==> config.mk <==
export PLATFORM = sky130hd
export DESIGN_NAME = phase_recover_flat
export DESIGN_NICKNAME = d
export VERILOG_FILES = /design/src/rtl/phase_recover_if.sv /design/src/rtl/phase_recover.sv /design/src/flat_wrapper.sv
export SDC_FILE = /design/constraint.sdc
export NUM_CORES = 1
export LEC_CHECK = 0
export ABC_AREA = 1
export BUFFER_PORTS_ARGS = -buffer_cell sky130_fd_sc_hd__buf_2
export CAP_MARGIN = 15
export CORE_MARGIN = 2
export CORE_UTILIZATION = 42
export DETAILED_ROUTE_END_ITERATION = 12
export GPL_TIMING_DRIVEN = 0
export PLACE_DENSITY = 0.57
export SETUP_SLACK_MARGIN = 0.05
export SLEW_MARGIN = 20
export SYNTH_ARGS = -nofsm -noshare
export SYNTH_HDL_FRONTEND = slang
export SYNTH_SLANG_ARGS = --single-unit
==> constraint.sdc <==
create_clock -name clk -period 4.95 [get_ports clk]
set_clock_uncertainty 0.15 [all_clocks]
set_input_delay 0.495 -clock clk [delete_from_list [all_inputs] [get_ports clk]]
set_output_delay 0.495 -clock clk [all_outputs]
set_load 0.05 [all_outputs]
==> src/rtl/phase_recover_if.sv <==
// Sample/result stream bundle for phase_recover: a (cos, sin) pair in and a
// (phase, magnitude, zero) result out, each with its own valid/ready handshake.
interface phase_recover_if #(
    parameter int DW = 20
);
    logic [15:0]   cos_i;
    logic [15:0]   sin_i;
    logic          in_valid;
    logic          in_ready;
    logic [13:0]   angle_o;
    logic [DW-1:0] mag_o;
    logic          zero_o;
    logic          out_valid;
    logic          out_ready;

    modport master (
        output cos_i, sin_i, in_valid, out_ready,
        input  in_ready, angle_o, mag_o, zero_o, out_valid
    );

    modport slave (
        input  cos_i, sin_i, in_valid, out_ready,
        output in_ready, angle_o, mag_o, zero_o, out_valid
    );
endinterface

==> src/rtl/phase_recover.sv <==
// CORDIC vectoring engine recovering a 14-bit first-quadrant phase code from an
// unsigned (cos, sin) pair, one micro-rotation per clock.
module phase_recover #(
    parameter int ITER = 16,
    parameter int DW   = 20,
    parameter int ZW   = 18
) (
    input  logic           clk,
    input  logic           reset,
    phase_recover_if.slave bus
);
    localparam logic [1:0] IDLE = 2'd0;
    localparam logic [1:0] RUN  = 2'd1;
    localparam logic [1:0] DONE = 2'd2;

    localparam logic [4:0]    LAST = 5'(ITER - 1);
    localparam logic [ZW+1:0] RND  = (ZW + 2)'(1) << (ZW - 15);

    // atan(2^-i) in units of (pi/2)/2^18; scaled up when ZW is wider than 18.
    localparam logic [17:0] AT18 [32] = '{
        18'd131072, 18'd77376, 18'd40884, 18'd20753, 18'd10417, 18'd5213,
        18'd2607,   18'd1304,  18'd652,   18'd326,   18'd163,   18'd81,
        18'd41,     18'd20,    18'd10,    18'd5,     18'd3,     18'd1,
        18'd0, 18'd0, 18'd0, 18'd0, 18'd0, 18'd0, 18'd0, 18'd0,
        18'd0, 18'd0, 18'd0, 18'd0, 18'd0, 18'd0
    };

    function automatic logic [ZW+1:0] scale_at(input logic [17:0] t);
        logic [31:0] w;
        w = {14'd0, t} << (ZW - 18);
        return w[ZW+1:0];
    endfunction

    logic [1:0]           state;
    logic [4:0]           i;
    logic signed [DW-1:0] x, y;
    // z spans 0..2^ZW for a quarter turn plus early-iteration overshoot,
    // hence two bits above ZW.
    logic signed [ZW+1:0] z;

    logic signed [DW-1:0] x_sh, y_sh, x_nx, y_nx;
    logic signed [ZW+1:0] at_i, z_nx;
    logic [ZW+1:0]        z_rnd, r;
    logic [13:0]          ang_nx;

    always_comb begin
        x_sh = x >>> i;
        y_sh = y >>> i;
        at_i = scale_at(AT18[i]);
        if (!y[DW-1]) begin
            x_nx = x + y_sh;
            y_nx = y - x_sh;
            z_nx = z + at_i;
        end else begin
            x_nx = x - y_sh;
            y_nx = y + x_sh;
            z_nx = z - at_i;
        end

        z_rnd = z_nx + RND;
        r     = z_rnd >> (ZW - 14);
        if (bus.zero_o || z_nx[ZW+1])
            ang_nx = '0;
        else if (|r[ZW+1:14])
            ang_nx = '1;
        else
            ang_nx = r[13:0];
    end

    always_ff @(posedge clk) begin
        if (reset) begin
            state         <= IDLE;
            i             <= '0;
            x             <= '0;
            y             <= '0;
            z             <= '0;
            bus.in_ready  <= 1'b1;
            bus.out_valid <= 1'b0;
            bus.angle_o   <= '0;
            bus.mag_o     <= '0;
            bus.zero_o    <= 1'b0;
        end else begin
            case (state)
                IDLE: begin
                    if (bus.in_valid && bus.in_ready) begin
                        x            <= DW'(bus.cos_i);
                        y            <= DW'(bus.sin_i);
                        z            <= '0;
                        i            <= '0;
                        bus.zero_o   <= (bus.cos_i == 16'd0) && (bus.sin_i == 16'd0);
                        bus.in_ready <= 1'b0;
                        state        <= RUN;
                    end
                end
                RUN: begin
                    x <= x_nx;
                    y <= y_nx;
                    z <= z_nx;
                    i <= i + 5'd1;
                    if (i == LAST) begin
                        bus.angle_o   <= ang_nx;
                        bus.mag_o     <= x_nx;
                        bus.out_valid <= 1'b1;
                        state         <= DONE;
                    end
                end
                DONE: begin
                    if (bus.out_valid && bus.out_ready) begin
                        bus.out_valid <= 1'b0;
                        bus.in_ready  <= 1'b1;
                        state         <= IDLE;
                    end
                end
                default: state <= IDLE;
            endcase
        end
    end
endmodule

==> src/flat_wrapper.sv <==
// flat-port wrapper written by rule: the top's interface ports become plain ports
module phase_recover_flat 
#(
    parameter int ITER = 16,
    parameter int DW   = 20,
    parameter int ZW   = 18
)
  (clk, reset, bus_cos_i, bus_sin_i, bus_in_valid, bus_out_ready, bus_in_ready, bus_angle_o, bus_mag_o, bus_zero_o, bus_out_valid);
  phase_recover_if #(.DW(DW)) bus_i ();
  input  logic clk;
  input  logic reset;
  input wire logic [$bits(bus_i.cos_i)-1:0] bus_cos_i;
  input wire logic [$bits(bus_i.sin_i)-1:0] bus_sin_i;
  input wire logic [$bits(bus_i.in_valid)-1:0] bus_in_valid;
  input wire logic [$bits(bus_i.out_ready)-1:0] bus_out_ready;
  output wire logic [$bits(bus_i.in_ready)-1:0] bus_in_ready;
  output wire logic [$bits(bus_i.angle_o)-1:0] bus_angle_o;
  output wire logic [$bits(bus_i.mag_o)-1:0] bus_mag_o;
  output wire logic [$bits(bus_i.zero_o)-1:0] bus_zero_o;
  output wire logic [$bits(bus_i.out_valid)-1:0] bus_out_valid;
  assign bus_i.cos_i = bus_cos_i;
  assign bus_i.sin_i = bus_sin_i;
  assign bus_i.in_valid = bus_in_valid;
  assign bus_i.out_ready = bus_out_ready;
  assign bus_in_ready = bus_i.in_ready;
  assign bus_angle_o = bus_i.angle_o;
  assign bus_mag_o = bus_i.mag_o;
  assign bus_zero_o = bus_i.zero_o;
  assign bus_out_valid = bus_i.out_valid;
  phase_recover #(.ITER(ITER), .DW(DW), .ZW(ZW)) u_core (.clk(clk), .reset(reset), .bus(bus_i));
endmodule
Yosys cells after proc, flatten, opt, wreduce, memory -nomap -nowiden

Memories as Yosys holds them, arrays and structs flattened.
Cells that the tools add are included.

ROM bits: 576
Input port bits: 36
Output and inout port bits: 37
Register bits after elaboration: 104
Memories kept: 1
Word-level logic and storage cells: 71

Multiplexer cells: 25
Eq/ne operators: 6
Shifts and indexed selects: 2
Bitwise operators: 1
Magnitude comparators: 1
$add $sub $neg: 8
Reductions and logical operators: 17

Memories:

| name            | depth | width | rd ports | clocked after Yosys merged registers in | write ports | line                | RTL |
|---|---|---|---|---|---|---|---|
| (no name shown) | 32    | 18    | 1        | 0                                       | 0           | phase_recover.sv:49 | `at_i = scale_at(AT18[i]);` |

Operators by type and width:

| cell                                                                     | number |
|---|---|
| 20-bit two-way mux                                                       | 6 |
| 20-bit one-hot mux with 2 select lines                                   | 3 |
| 20-bit adder                                                             | 2 |
| 20-bit by 5-bit >>> shifter with 20-bit output                           | 2 |
| 20-bit subtractor                                                        | 2 |
| 18-bit two-way mux                                                       | 2 |
| 16-bit zero test                                                         | 2 |
| 14-bit two-way mux                                                       | 2 |
| 20-bit by 19-bit adder with 20-bit output                                | 1 |
| 20-bit by 4-bit adder with 20-bit output (second input constant)         | 1 |
| 20-bit by 19-bit subtractor with 20-bit output                           | 1 |
| 5-bit one-hot mux with 2 select lines                                    | 1 |
| 3-bit AND reduction                                                      | 3 |
| 6-bit >= comparator (second input constant)                              | 1 |
| 2-bit two-way mux                                                        | 3 |
| 2-bit by 1-bit inequality test with 1-bit output (second input constant) | 3 |
| 5-bit NOT with 6-bit output                                              | 1 |
| 2-bit one-hot mux with 3 select lines                                    | 1 |
| 2-bit AND reduction                                                      | 3 |
| 2-bit nonzero test                                                       | 3 |
| 5-bit by 1-bit adder with 5-bit output (second input constant)           | 1 |
| 5-bit by 4-bit equality test with 1-bit output (second input constant)   | 1 |
| 5-bit two-way mux                                                        | 1 |
| 1-bit two-way mux                                                        | 4 |
| other kinds (7)                                                          | 10 |

Depth between registers and ports, before layout

Gate-level depths: netlist of run 1.

Depth in word-level cells: 10
Mapped depth: 39
Mapped depth without buffers: 35

Least setup slack after synthesis of run 1

OpenSTA, ideal clock, no wires.

Path kind: register to register
Start point: register u_core.i[0]
End point: register u_core.bus.angle_o[10]
Path buffers: 4
Slack: 0.216 ns
Arrival time: 4.445 ns
Cell stages (with the launch flop): 38
Period minus slack after synthesis: 4.734 ns
Library setup time: 0.139 ns
Data required time: 4.661 ns
Path through: dfxtp_1 -> buf_2 -> inv_2 -> buf_4 -> buf_6 -> ha_1 -> nand2_1 -> nand2_1 -> nand2_1 -> o21ai_0 -> nor2_1 -> inv_1 -> ha_1 -> o211ai_1 -> nor3_1 -> inv_1 -> nor2_1 -> inv_1 -> (+2 left out) -> ha_1 -> nand2_1 -> inv_1 -> nand2_1 -> inv_1 -> a21oi_1 -> nand2_1 -> nand2_1 -> nand2_1 -> nor2_1 -> nand3_1 -> inv_1 -> nand2_1 -> nand2_2 -> buf_2 -> nand4_1 -> nand2_1 -> a21oi_2

Word-level cells in the longest chain between the ends: 10
Elaborated cells on any way between the ends: 14
Those cells by class: add/sub: 3; eq/ne: 1; mux: 5; bitwise: 1; reduce/logical: 3; memory: 1

Ends and longest elaborated chain:

| element                                                                                                     | line                                     | RTL |
|---|---|---|
| start, declared                                                                                             | phase_recover.sv:35                      | `logic [4:0] i;` |
| start signal, assigned                                                                                      | phase_recover.sv:99                      | `i <= i + 5'd1;` |
| 5-bit NOT with 6-bit output (implied by the code)                                                           | phase_recover.sv:49                      |  |
| memory 32 x 18 bit                                                                                          | n/a                                      |  |
| 18-bit two-way mux (implied by the code) (2 in series)                                                      | phase_recover.sv:49                      |  |
| 20-bit by 19-bit adder with 20-bit output or 20-bit by 19-bit subtractor with 20-bit output (tied branches) | phase_recover.sv:53, phase_recover.sv:57 |  |
| 20-bit two-way mux                                                                                          | phase_recover.sv:50                      | `if (!y[DW-1]) begin` |
| 20-bit by 4-bit adder with 20-bit output                                                                    | phase_recover.sv:60                      | `z_rnd = z_nx + RND;` |
| 2-bit OR reduction                                                                                          | phase_recover.sv:64                      | `else if (\|r[ZW+1:14])` |
| 14-bit two-way mux                                                                                          | phase_recover.sv:64                      |  |
| 14-bit two-way mux                                                                                          | phase_recover.sv:62                      | `if (bus.zero_o \|\| z_nx[ZW+1])` |
| end signal, assigned                                                                                        | phase_recover.sv:101                     | `bus.angle_o <= ang_nx;` |
| end, declared                                                                                               | phase_recover_if.sv:23                   | `output in_ready, angle_o, mag_o, zero_o, out_valid` |

Parallel ways exist; a longest one is shown, timed or not. The select of a mux whose other input is x is not followed.
A chain may end at the register's enable or synchronous reset.

Final worst setup path of run 1

Start point: register u_core.i[0]
End point: register u_core.y[19]

Word-level cells in the longest chain between the ends: 4
Elaborated cells on any way between the ends: 5
Those cells by class: add/sub: 2; shift: 1; mux: 2

Ends and longest elaborated chain:

| element                                            | line                                     | RTL |
|---|---|---|
| 20-bit by 5-bit >>> shifter with 20-bit output (*) | phase_recover.sv:47                      | `x_sh = x >>> i;` |
| 20-bit subtractor or 20-bit adder (tied branches)  | phase_recover.sv:52, phase_recover.sv:56 |  |
| 20-bit two-way mux (*)                             | phase_recover.sv:50                      |  |
| 20-bit one-hot mux with 2 select lines (*)         | phase_recover.sv:83                      | `case (state)` |
| end signal, assigned                               | phase_recover.sv:87                      | `y <= DW'(bus.sin_i);` |
| end signal, assigned                               | phase_recover.sv:97                      | `y <= y_nx;` |
| end, declared                                      | phase_recover.sv:36                      | `logic signed [DW-1:0] x, y;` |

Mark *: on every way between the ends. The rest lies on a longest branch, timed or not.

==> results of run 1 <==
==> repair_timing <==
action | 4_1_cts | 5_1_grt
hold endpoints to repair | 0 | 0
endpoints found under the setup margin | 30 | 38
gates cloned | 2 | 1
pin swaps | 27 | 63
gates resized for setup | 92 | 137
setup buffers | 17 | 25
==> cell families after synthesis <==
logic type      Yosys count
fa+ha+maj                73
flops                   104
mux                       4
compound gates          350
buf+inv                 285
simple gates           1059
xor+xnor                 78
==> registers in the layout, summed over array words and instances, names as in the netlist <==
signal and cells:
u_core.bus.out_valid 1, u_core.bus.mag_o 20, u_core.state 2, u_core.i 5, u_core.bus.angle_o 14, u_core.z 20, u_core.x 20, u_core.y 20
u_core.bus.in_ready 1, u_core.bus.zero_o 1
==> worst min path at each step <==
stage / startpoint / end / cells past startpoint
CTS: bus_cos_i[2] / u_core.x[2] / 3
finish: bus_cos_i[2] / u_core.x[2] / 3
detailed placement: u_core.bus.mag_o[0] / u_core.bus.mag_o[0] / 2
global route: bus_cos_i[1] / u_core.x[1] / 3
global placement: u_core.bus.mag_o[0] / u_core.bus.mag_o[0] / 2
floorplan: u_core.z[10] / u_core.z[10] / 2
==> metrics by stage <==
step | area (um^2) | TNS (ps)
after floorplan | 11300 | 0
after global placement | 12100 | -14950
after detailed placement | 12100 | -14930
after CTS | 12800 | -155
after global routing | 13500 | -2970
final | 13500 | 0
==> routing by layer <==
metal / vias to the layer above / share of wire (%) / track usage (%) / wire [um]
met5: - / 0 / 0 / 0
met4: 0 / 4.7 / 15.7 / 2200
met3: 85 / 5.1 / 3.64 / 2400
met2: 359 / 46 / 53.6 / 21500
met1: 6293 / 44 / 42.4 / 20700
li1: 6646 / - / - / -
==> layout by cell type (no fill, tap or decap), types with 13 or more instances in the layout <==
| cell type | n |
|---|---|
| sky130_fd_sc_hd__nand2_2 | 36 |
| sky130_fd_sc_hd__a21oi_2 | 19 |
| sky130_fd_sc_hd__nor2_1 | 103 |
| sky130_fd_sc_hd__a21oi_1 | 133 |
| sky130_fd_sc_hd__nand3_1 | 158 |
| sky130_fd_sc_hd__ha_1 | 57 |
| sky130_fd_sc_hd__xnor2_1 | 26 |
| sky130_fd_sc_hd__nand2_1 | 627 |
| sky130_fd_sc_hd__buf_4 | 48 |
| sky130_fd_sc_hd__nor2_4 | 13 |
| sky130_fd_sc_hd__buf_2 | 84 |
| sky130_fd_sc_hd__inv_1 | 183 |
| sky130_fd_sc_hd__clkbuf_1 | 34 |
| sky130_fd_sc_hd__o21ai_0 | 98 |
| sky130_fd_sc_hd__nor2_2 | 22 |
| sky130_fd_sc_hd__o21ai_1 | 23 |
| sky130_fd_sc_hd__nand4_1 | 34 |
| sky130_fd_sc_hd__xor2_1 | 46 |
| sky130_fd_sc_hd__dfxtp_1 | 102 |
| sky130_fd_sc_hd__a31oi_1 | 18 |
| sky130_fd_sc_hd__nand3_2 | 15 |
| sky130_fd_sc_hd__inv_2 | 19 |
==> final cells by class <==
cell class	count	area, um^2	area share [%]
plain buffers	78	458	3.39
clock buffers	9	225	1.67
clock inverters	7	91.3	0.675
inverters	206	786	5.81
multi-input cells	1564	8720	64.5
flip-flops and latches	104	2090	15.5
well taps	341	427	3.16
repair buffers	116	731	5.40
==> power breakdown <==
| part | switching, mW | internal (mW) | total [mW] | leakage, nW |
|---|---|---|---|---|
| Combinational | 3.72 | 2.08 | 5.80 | 5.60 |
| Clock | 0.465 | 0.370 | 0.835 | 0.152 |
| Sequential | 0.128 | 0.939 | 1.07 | 0.848 |
| Total | 4.31 | 3.39 | 7.70 | 6.60 |
==> worst max-delay path, delay by kind of cell, from the launching register on <==
| kind | cells | cell delay [ps] |
|---|---|---|
| mux | 1 | 160 |
| buf+inv | 6 | 630 |
| flops | 1 | 360 |
| fa+ha+maj | 2 | 560 |
| simple gates | 13 | 1760 |
| xor+xnor | 2 | 340 |
| compound gates | 4 | 890 |
==> insert_results.sql, run 1 <==
INSERT INTO impl_metrics (metric_group, metric, value, unit) VALUES
('run_status', 'status', 'finished, final reports clean', ''),
('die', 'fp.dieW', '168', 'um'),
('sta', 'count_of_final_setup_violators', '0', ''),
('sta', 'grt_setup_unrepaired', 'true', ''),
('logic_synthesis', 'synth-adder-area-share', '8.27', '%'),
('die', 'floorplan.initialDensity', '42.3', '%'),
('placement', 'finalWeightedCongestion', '1.04', ''),
('logic_synthesis', 'post_synthesis_compound_gate_area_fraction', '17.2', '%'),
('logic_synthesis', 'synthMostInstantiatedCell', 'sky130_fd_sc_hd__nand2_1', ''),
('cts', 'htree_num_levels', '3', ''),
('die', 'dieArea', '28300', 'um^2'),
('logic_synthesis', 'synth-warning-count', '0', ''),
('placement', 'dp_worst_setup_slack', '-1030', 'ps'),
('sta', 'timing_max_transition_violations_final', '0', ''),
('logic_synthesis', 'netlist.area_leader.share', '22.1', '%'),
('sta', 'timing_hold_violations_final', '0', ''),
('routing', 'drt_first_pass_iters', '6', ''),
('sta', 'slew_headroom', '32.7', '%'),
('logic_synthesis', 'synth.largest_area_cell', 'sky130_fd_sc_hd__nand2_1', ''),
('logic_synthesis', 'synth_area_per_cell', '5.79', 'um^2'),
('critical_path', 'crit_path_start', 'u_core.i[0]', ''),
('cts', 'clock-root-buffer', 'sky130_fd_sc_hd__clkbuf_16', ''),
('cells_and_area', 'final_util', '50.6', '%'),
('power_and_ir_drop', 'report.power.total', '7.70', 'mW'),
('cts', 'clk_latency', '390', 'ps'),
('placement', 'port-buffer-count', '71', ''),
('die', 'num_rows', '60', ''),
('sta', 'post_route_worst_setup_slack', '15.1', 'ps'),
('logic_synthesis', 'synth_simple_gate_area_share', '39.4', '%'),
('power_and_ir_drop', 'power-per-cell-area', '570', 'nW/um^2'),
('cts', 'clkSinkCount', '104', ''),
('critical_path', 'regToRegStartpoint', 'u_core.i[0]', ''),
('critical_path', 'cpPeakStageDelay', '360', 'ps'),
('logic_synthesis', 'multiplexer_area_fraction_after_synthesis', '0.354', '%'),
('critical_path', 'element_type_at_the_critical_path_end', 'flop', ''),
('logic_synthesis', 'most_area_consuming_cells_after_synthesis', 'sky130_fd_sc_hd__nand2_1 (22%), sky130_fd_sc_hd__dfxtp_1 (18%), sky130_fd_sc_hd__ha_1 (7.7%)', ''),
('logic_synthesis', 'number_of_enable_type_register_cells_in_the_synthesized_netlist', '0', ''),
('routing', 'drcViolationCount', '0', ''),
('cts', 'cts_buffer_depth', '2', ''),
('logic_synthesis', 'synthesis.area', '11300', 'um^2'),
('grt', 'first_global_vias', '12300', ''),
('grt', 'grt_antenna_before_repair', '0', ''),
('cts', 'cts_tree', 'built', ''),
('cts', 'path_clk_slew', '100', 'ps'),
('cells_and_area', 'antenna_cells_inserted', '0', ''),
('placement', 'place.detailed.instances', '2365', ''),
('logic_synthesis', 'yosys-top-cells-count', 'sky130_fd_sc_hd__nand2_1 (667), sky130_fd_sc_hd__inv_1 (195), sky130_fd_sc_hd__nand3_1 (170)', ''),
('critical_path', 'highest_net_fanout_along_the_worst_path', '7', ''),
('logic_synthesis', 'synth.lib_cells_used.distinct', '49', ''),
('critical_path', 'regToRegEndpoint', 'u_core.y[19]', ''),
('grt', 'global_route.usage.total', '32.5', '%'),
('critical_path', 'critPathCapture', 'u_core.y[19]', ''),
('grt', 'grt_start_max_net_pins', '23', ''),
('logic_synthesis', 'postSynthCellCount', '1953', ''),
('routing', 'drt-total-wl', '46800', 'um'),
('worst_hold_path', 'min_delay_worst_type', 'input port to flop', ''),
('routing', 'viasPerCell', '5.52', ''),
('cells_and_area', 'flow.area_growth_from_synthesis', '19.6', '%'),
('cts', 'cts.hold.buffers_added', '0', ''),
('grt', 'first_pass_grt_wire_length', '70300', 'um'),
('critical_path', 'critical_path.startpoint_type', 'flop', ''),
('grt', 'aggregate_global_routing_overflow', '0', ''),
('critical_path', 'rrSetupSlack', '20', 'ps'),
('sta', 'period_minus_slack', '4930', 'ps'),
('critical_path', 'r2r.worst_path.cells', '28', ''),
('logic_synthesis', 'ys_ff_latch', '104', ''),
('critical_path', 'critical_path.most_common_cell', 'sky130_fd_sc_hd__nand2_1', ''),
('die', 'dieHeight', '168', 'um'),
('power_and_ir_drop', 'total_leakage_power', '6.60', 'nW'),
('routing', 'routed_wire_length_per_instance', '19.3', 'um'),
('critical_path', 'worst-endpoint-arrival', '5100', 'ps');
Note: power is estimated with default switching activity, not from simulation.
==> inputs of run 2 (changes only) <==
--- a/config.mk
+++ b/config.mk
@@ -9,10 +9,10 @@
 export BUFFER_PORTS_ARGS = -buffer_cell sky130_fd_sc_hd__buf_2
 export CAP_MARGIN = 15
 export CORE_MARGIN = 2
-export CORE_UTILIZATION = 42
+export CORE_UTILIZATION = 35
 export DETAILED_ROUTE_END_ITERATION = 12
 export GPL_TIMING_DRIVEN = 0
-export PLACE_DENSITY = 0.57
+export PLACE_DENSITY = 0.49
 export SETUP_SLACK_MARGIN = 0.05
 export SLEW_MARGIN = 20
 export SYNTH_ARGS = -nofsm -noshare
==> run 2 against run 1 <==
  * Count of clock-buffer cells in the layout did not move
  * Maximum frequency rose by 1.9%
  * Die area rose by 20%
  * Via count fell by 0.42%
  * Non-clock buffer count rose by 4
  * Clock power barely moved
  * Sequential power barely moved
  * Largest power group unchanged
  * Global-route usage fell by 3.7 points
  * Worst setup slack improved by 91 ps
==> insert_results.sql, run 2 (same netlist as run 1, synthesis figures left out) <==
INSERT INTO impl_metrics (metric_group, metric, value, unit) VALUES
('run_status', 'status', 'finished, final reports clean', ''),
('die', 'num_io_pins', '73', ''),
('power_and_ir_drop', 'pwr-share-seq', '14.0', '%'),
('cts', 'cts_buffer_depth', '2', ''),
('die', 'dieHeight', '184', 'um'),
('routing', 'viasPerCell', '5.35', ''),
('placement', 'dp_worst_setup_slack', '-1100', 'ps'),
('job', 'max_cap_viol_count', '0', ''),
('placement', 'placed_cell_area', '12200', 'um^2'),
('critical_path', 'critical_path.startpoint_type', 'flop', ''),
('cells_and_area', 'multi_input_area', '8710', 'um^2'),
('worst_hold_path', 'min_delay_worst_type', 'input port to flop', ''),
('routing', 'drt_first_pass_iters', '8', ''),
('routing', 'first_iter_violations', '1048', ''),
('sta', 'timing_max_transition_violations_final', '0', ''),
('sta', 'worst_pin_slew', '1020', 'ps'),
('power_and_ir_drop', 'sw_frac_of_total', '55.1', '%'),
('power_and_ir_drop', 'power-per-cell-area', '566', 'nW/um^2'),
('placement', 'finalWeightedCongestion', '0.960', ''),
('placement', 'place.detailed.hpwl', '38400', 'um'),
('die', 'num_rows', '65', ''),
('critical_path', 'timing.critical_path.required', '5050', 'ps'),
('power_and_ir_drop', 'power.switching', '4.25', 'mW'),
('power_and_ir_drop', 'total_leakage_power', '6.59', 'nW'),
('grt', 'first_pass_grt_wire_length', '72900', 'um'),
('sta', 'hold-worst-slack', '226', 'ps'),
('power_and_ir_drop', 'clockPowerShare', '10.8', '%'),
('critical_path', 'regToRegEndpoint', 'u_core.bus.angle_o[2]', ''),
('routing', 'route.vias.total', '13300', ''),
('grt', 'first_global_vias', '12500', ''),
('sta', 'post_route_worst_setup_slack', '106', 'ps'),
('cts', 'cts.hold.buffers_added', '0', ''),
('critical_path', 'cpPeakStageDelay', '350', 'ps'),
('critical_path', 'r2r.worst_path.cells', '38', ''),
('die', 'fp.dieW', '184', 'um'),
('power_and_ir_drop', 'combPwrFrac', '75.2', '%'),
('cts', 'clk_latency', '400', 'ps'),
('sta', 'timing_hold_violations_final', '0', ''),
('cells_and_area', 'seqCellArea', '2090', 'um^2'),
('grt', 'grt_antenna_before_repair', '0', ''),
('sta', 'final_min_period_over_clock_period', '97.9', '%'),
('critical_path', 'critical_path_class', 'flop to flop', ''),
('critical_path', 'critical_path.slowest_cell', 'sky130_fd_sc_hd__dfxtp_2', ''),
('power_and_ir_drop', 'internal_power_consumption', '3.46', 'mW'),
('sta', 'slew_headroom', '32.1', '%'),
('cells_and_area', 'antenna_cells_inserted', '0', ''),
('cts', 'htree_num_levels', '3', ''),
('cts', 'path_clk_slew', '90', 'ps'),
('worst_hold_path', 'min_delay_path_depth', '3', ''),
('die', 'placeableCoreArea', '31700', 'um^2'),
('routing', 'ant_nets_after_route', '0', ''),
('cts', 'cts_tree', 'built', ''),
('cts', 'clkSinkCount', '104', ''),
('routing', 'drcViolationCount', '0', ''),
('cells_and_area', 'mostFrequentLayoutCells', 'sky130_fd_sc_hd__nand2_1 (623), sky130_fd_sc_hd__inv_1 (181), sky130_fd_sc_hd__nand3_1 (161)', ''),
('placement', 'port-buffer-count', '71', ''),
('cells_and_area', 'final_util', '42.9', '%'),
('die', 'dieArea', '33800', 'um^2'),
('power_and_ir_drop', 'power.ir.vdd_worst', '0.239', 'mV'),
('cells_and_area', 'stdcell_area', '13600', 'um^2'),
('cells_and_area', 'nNetsFinal', '2192', ''),
('routing', 'drt-total-wl', '48700', 'um'),
('cells_and_area', 'mostFrequentLayoutCell', 'sky130_fd_sc_hd__nand2_1', ''),
('critical_path', 'regToRegStartpoint', 'u_core.i[0]', ''),
('critical_path', 'element_type_at_the_critical_path_end', 'flop', ''),
('cells_and_area', 'fillers', '3524', ''),
('sta', 'count_of_final_setup_violators', '0', ''),
('placement', 'place.detailed.instances', '2426', ''),
('sta', 'setup_tns', '0', 'ps'),
('critical_path', 'critPathCapture', 'u_core.bus.angle_o[2]', ''),
('cells_and_area', 'instances_no_fill', '2490', ''),
('critical_path', 'worst-endpoint-arrival', '4950', 'ps'),
('die', 'floorplan.initialDensity', '35.7', '%'),
('critical_path', 'crit_path_start', 'u_core.i[0]', ''),
('critical_path', 'rrSetupSlack', '110', 'ps'),
('critical_path', 'highest_net_fanout_along_the_worst_path', '7', ''),
('power_and_ir_drop', 'report.power.total', '7.71', 'mW'),
('grt', 'global_route.usage.total', '28.8', '%'),
('sta', 'timing.fmax', '0.206', 'GHz'),
('routing', 'routed_wire_length_per_instance', '19.5', 'um'),
('cts', 'clock-root-buffer', 'sky130_fd_sc_hd__clkbuf_16', ''),
('cts', 'numCtsBuffers', '9', ''),
('cells_and_area', 'flow.area_growth_from_synthesis', '20.3', '%'),
('sta', 'grt_setup_unrepaired', 'true', ''),
('sta', 'period_minus_slack', '4840', 'ps'),
('cells_and_area', 'final_layout_size_suffix_gt1_share', '17.9', '%'),
('grt', 'grt_start_max_net_pins', '21', ''),
('grt', 'aggregate_global_routing_overflow', '0', '');
==> run 2: changes by cell type in the layout (fill, tap and decap cells not counted), moves of 4 or more <==
cell                      change
sky130_fd_sc_hd__a21oi_1      -5
sky130_fd_sc_hd__a21oi_2      +5
sky130_fd_sc_hd__buf_4        +4
sky130_fd_sc_hd__buf_6        +4
sky130_fd_sc_hd__nand2_1      -4
sky130_fd_sc_hd__nor2_1       +4
sky130_fd_sc_hd__nor2_2       -4
==> run 2: area by class of cell <==
cell class	count	area share, %
multi-input cells	1564	64.0
flip-flops and latches	104	15.4
inverters	206	5.77
repair buffers	120	5.42
well taps	402	3.70
plain buffers	78	3.40
clock buffers	9	1.65
clock inverters	7	0.717
==> run 2: how the worst min path moves through the flow <==
stage / from / end
floorplan: u_core.z[10] / u_core.z[10]
global route: bus_cos_i[2] / u_core.x[2]
CTS: bus_cos_i[2] / u_core.x[2]
global placement: u_core.bus.mag_o[1] / u_core.bus.mag_o[1]
finish: bus_cos_i[2] / u_core.x[2]
detailed placement: u_core.bus.mag_o[1] / u_core.bus.mag_o[1]
==> run 2: critical path: cells and delay by family (launching register included) <==
family | cells | cell delay [ps]
adder cells (fa/ha/maj) | 3 | 770
AO/OA/AOI/OAI | 4 | 430
buffers and inverters | 11 | 1150
flip-flops | 1 | 350
XOR/XNOR | 1 | 150
AND/OR/NAND/NOR | 19 | 1700
==> run 2: routing by layer <==
| layer | vias to the layer above | part of all wire (%) | global-route usage [%] | routed length, um |
|---|---|---|---|---|
| met2 | 353 | 46 | 47.8 | 22600 |
| li1 | 6665 | - | - | - |
| met3 | 71 | 4.7 | 3.33 | 2280 |
| met5 | - | 0 | 0 | 0 |
| met4 | 0 | 3.9 | 12.6 | 1920 |
| met1 | 6238 | 45 | 37.6 | 21900 |
==> run 2: power by group through the flow <==
stage | sequential [mW] | clock [mW] | combinational [mW]
global route | 1.09 | 0.884 | 6.42
floorplan | 1.03 | 0 | 3.53
detailed placement | 1.09 | 0 | 4.76
CTS | 1.07 | 0.850 | 5.08
global placement | 1.09 | 0 | 4.74
finish | 1.08 | 0.835 | 5.80
==> run 2: timing repair <==
| item | CTS | global route |
|---|---|---|
| setup buffers | 20 | 27 |
| endpoints found under the hold margin | 0 | 0 |
| gates resized for setup | 96 | 138 |
| cloned | 1 | 2 |
| pin swaps | 28 | 63 |
| endpoints found under the setup margin | 32 | 39 |
==> inputs of run 3 (changes only) <==
--- a/config.mk
+++ b/config.mk
@@ -6,13 +6,13 @@
 export NUM_CORES = 1
 export LEC_CHECK = 0
 export ABC_AREA = 1
-export BUFFER_PORTS_ARGS = -buffer_cell sky130_fd_sc_hd__buf_2
 export CAP_MARGIN = 15
 export CORE_MARGIN = 2
 export CORE_UTILIZATION = 35
 export DETAILED_ROUTE_END_ITERATION = 12
+export DONT_BUFFER_PORTS = 1
 export GPL_TIMING_DRIVEN = 0
-export PLACE_DENSITY = 0.49
+export PLACE_DENSITY = 0.47
 export SETUP_SLACK_MARGIN = 0.05
 export SLEW_MARGIN = 20
 export SYNTH_ARGS = -nofsm -noshare
==> run 3 against run 2 <==
  * The run now ends with negative setup slack left
  * Highest routed layer unchanged
  * Total power decreased by 0.27%
  * Non-clock buffer count decreased by 66
  * Worst hold slack got worse by 120 ps
  * Die area unchanged
  * First-iteration DRC count decreased by 3.3%
  * Worst setup slack got worse by 120 ps
  * Count of clock-buffer cells in the layout unchanged
  * Flip-flop and latch count unchanged
  * Critical path type unchanged
  * Via count decreased by 1.1%
  * Final cell count decreased by 2.6%
==> insert_results.sql, run 3 (same netlist as run 1, synthesis figures left out) <==
INSERT INTO impl_metrics (metric_group, metric, value, unit) VALUES
('run_status', 'status', 'finished with violations', ''),
('run_status', 'violated_checks', 'negative setup slack', ''),
('critical_path', 'worst-endpoint-arrival', '5080', 'ps'),
('worst_hold_path', 'worst_hold_path_ep', 'u_core.x[14]', ''),
('power_and_ir_drop', 'power-per-cell-area', '581', 'nW/um^2'),
('cts', 'cts_buffer_depth', '2', ''),
('sta', 'timing_hold_violations_final', '0', ''),
('critical_path', 'regToRegEndpoint', 'u_core.bus.angle_o[11]', ''),
('grt', 'aggregate_global_routing_overflow', '0', ''),
('placement', 'place.detailed.instances', '2355', ''),
('critical_path', 'critical_path.startpoint_type', 'flop', ''),
('power_and_ir_drop', 'power.ir.vdd_worst', '0.313', 'mV'),
('die', 'dieHeight', '184', 'um'),
('power_and_ir_drop', 'total_leakage_power', '6.28', 'nW'),
('sta', 'timing_max_transition_violations_final', '0', ''),
('critical_path', 'critical_path.cell_chain', 'inv_1 > buf_1 > buf_1 > nand2_1 > xnor2_1 > inv_1 > ha_1 > nand2_1 > nor2_2 > nand2_1 > nand3_1 > nand2_1 > nand2_2 > nand3_4 > nor2_1 > nand3_2 > nor2_2 > nand3_2 > nand2_2 > buf_4 > nand4_1 > nand2_1 > a21oi_2', ''),
('critical_path', 'element_type_at_the_critical_path_end', 'flop', ''),
('cells_and_area', 'final_layout_size_suffix_gt1_share', '14.7', '%'),
('placement', 'dp_worst_setup_slack', '-953', 'ps'),
('grt', 'first_pass_grt_wire_length', '71900', 'um'),
('die', 'placeableCoreArea', '31700', 'um^2'),
('critical_path', 'rrSetupSlack', '-10', 'ps'),
('power_and_ir_drop', 'report.power.total', '7.69', 'mW'),
('cts', 'clk_latency', '400', 'ps'),
('worst_hold_path', 'min_delay_path_depth', '2', ''),
('sta', 'hold-worst-slack', '110', 'ps'),
('critical_path', 'regToRegStartpoint', 'u_core.y[19]', ''),
('sta', 'slew_headroom', '27.6', '%'),
('cts', 'clock-root-buffer', 'sky130_fd_sc_hd__clkbuf_16', ''),
('cells_and_area', 'seqCellArea', '2090', 'um^2'),
('critical_path', 'critical_path.slowest_cell', 'sky130_fd_sc_hd__buf_1', ''),
('cells_and_area', 'final_util', '41.7', '%'),
('critical_path', 'cpPeakStageDelay', '770', 'ps'),
('die', 'fp.dieW', '184', 'um'),
('placement', 'place.detailed.hpwl', '37700', 'um'),
('critical_path', 'critical_path.most_common_cell', 'sky130_fd_sc_hd__nand2_1', ''),
('grt', 'grt_start_max_net_pins', '23', ''),
('cts', 'clkSinkCount', '104', ''),
('cts', 'cts.hold.buffers_added', '0', ''),
('critical_path', 'critical_path_class', 'flop to flop', ''),
('cts', 'numCtsBuffers', '9', ''),
('grt', 'first_global_vias', '12300', ''),
('cts', 'htree_num_levels', '3', ''),
('critical_path', 'highest_net_fanout_along_the_worst_path', '10', ''),
('placement', 'finalWeightedCongestion', '0.953', ''),
('critical_path', 'timing.critical_path.required', '5060', 'ps'),
('sta', 'worst_pin_slew', '1090', 'ps'),
('sta', 'final_min_period_over_clock_period', '100', '%'),
('routing', 'drt_first_pass_iters', '6', ''),
('critical_path', 'r2r.worst_path.cells', '23', ''),
('sta', 'setup_tns', '-49.8', 'ps'),
('cells_and_area', 'mostFrequentLayoutCells', 'sky130_fd_sc_hd__nand2_1 (621), sky130_fd_sc_hd__inv_1 (181), sky130_fd_sc_hd__nand3_1 (163)', ''),
('routing', 'drt-total-wl', '48300', 'um'),
('cts', 'path_clk_slew', '90', 'ps'),
('cells_and_area', 'fillers', '3542', ''),
('sta', 'count_of_final_setup_violators', '5', ''),
('routing', 'first_iter_violations', '1013', ''),
('grt', 'global_route.usage.total', '28.3', '%'),
('sta', 'timing.fmax', '0.201', 'GHz'),
('worst_hold_path', 'hold_start', 'bus_cos_i[14]', ''),
('sta', 'period_minus_slack', '4960', 'ps'),
('cells_and_area', 'multi_input_area', '8650', 'um^2'),
('cells_and_area', 'nNetsFinal', '2126', ''),
('cells_and_area', 'stdcell_area', '13200', 'um^2'),
('routing', 'ant_nets_after_route', '0', ''),
('routing', 'routed_wire_length_per_instance', '19.9', 'um'),
('sta', 'grt_setup_unrepaired', 'true', ''),
('job', 'max_cap_viol_count', '0', ''),
('routing', 'drcViolationCount', '0', ''),
('cts', 'cts_tree', 'built', ''),
('critical_path', 'critical-path-top-delay-family', 'simple AND/OR/NAND/NOR gates', ''),
('die', 'num_rows', '65', ''),
('sta', 'post_route_worst_setup_slack', '-14.7', 'ps'),
('placement', 'port-buffer-count', '0', ''),
('die', 'floorplan.initialDensity', '35.7', '%'),
('cells_and_area', 'instances_no_fill', '2426', ''),
('critical_path', 'crit_path_start', 'u_core.y[19]', ''),
('cells_and_area', 'flow.area_growth_from_synthesis', '17.0', '%'),
('worst_hold_path', 'min_delay_worst_type', 'input port to flop', ''),
('routing', 'route.vias.total', '13200', ''),
('die', 'dieArea', '33800', 'um^2'),
('die', 'num_io_pins', '73', ''),
('cells_and_area', 'mostFrequentLayoutCell', 'sky130_fd_sc_hd__nand2_1', ''),
('placement', 'placed_cell_area', '11800', 'um^2'),
('critical_path', 'worst-path-buf-inv', '5', ''),
('grt', 'grt_antenna_before_repair', '0', ''),
('routing', 'viasPerCell', '5.43', '');
[run 3: cell count changes in the layout (fill, tap and decap cells not counted), sizes merged]
cell           change
buf               -67
inv                +2
clkinv             -1
clkdlybuf4s15      -2
clkbuf             +3
diode              +2
bufinv             -1
[run 3: per-layer routing]
| layer | share of wire (%) | vias to the layer above | wire, um | global-route usage [%] |
|---|---|---|---|---|
| met5 | 0 | - | 0 | 0 |
| met4 | 3.2 | 0 | 1550 | 10.3 |
| met3 | 5.1 | 72 | 2440 | 3.66 |
| met2 | 46 | 398 | 22400 | 47.5 |
| met1 | 45 | 6189 | 21900 | 37.0 |
| li1 | - | 6523 | - | - |
[run 3: how the worst max path moves through the flow]
stage                              to  slack (ps)  depth (start not counted)
6_report       u_core.bus.angle_o[11]         -10                         23
5_1_grt         u_core.bus.angle_o[4]        -260                         23
4_1_cts         u_core.bus.angle_o[7]          50                         37
3_5_place_dp    u_core.bus.angle_o[7]        -950                         37
3_3_place_gp   u_core.bus.angle_o[10]        -950                         37
2_1_floorplan  u_core.bus.angle_o[10]         220                         37
[run 3: area by class of cell]
class / instances / share of cell area [%]
plain buffers: 78 / 3.41
diodes: 2 / 0.0378
inverters: 206 / 5.92
clock inverters: 7 / 0.671
repair buffers: 54 / 3.28
clock buffers: 9 / 1.70
flip-flops and latches: 104 / 15.8
well taps: 402 / 3.80
multi-input cells: 1564 / 65.4
[run 3: power by group]
part | internal, mW | switching [mW] | total, mW
combinational | 2.08 | 3.72 | 5.80
clock | 0.369 | 0.439 | 0.808
sequential | 0.939 | 0.144 | 1.08
[run 3: worst reg2reg max path: cells and delay by family (launching register included)]
family                   cells  cell delay, ps
adder cells (fa/ha/maj)      1             360
XOR/XNOR                     1             170
flip-flops                   1             320
AND/OR/NAND/NOR             15            1980
buffers and inverters        5            1810
AO/OA/AOI/OAI                1              50
[run 3: what timing repair did]
item,4_1_cts,5_1_grt
endpoints found under the setup margin,28,40
setup buffers,23,27
gates cloned,1,3
pin swaps,33,66
resized for setup,108,109
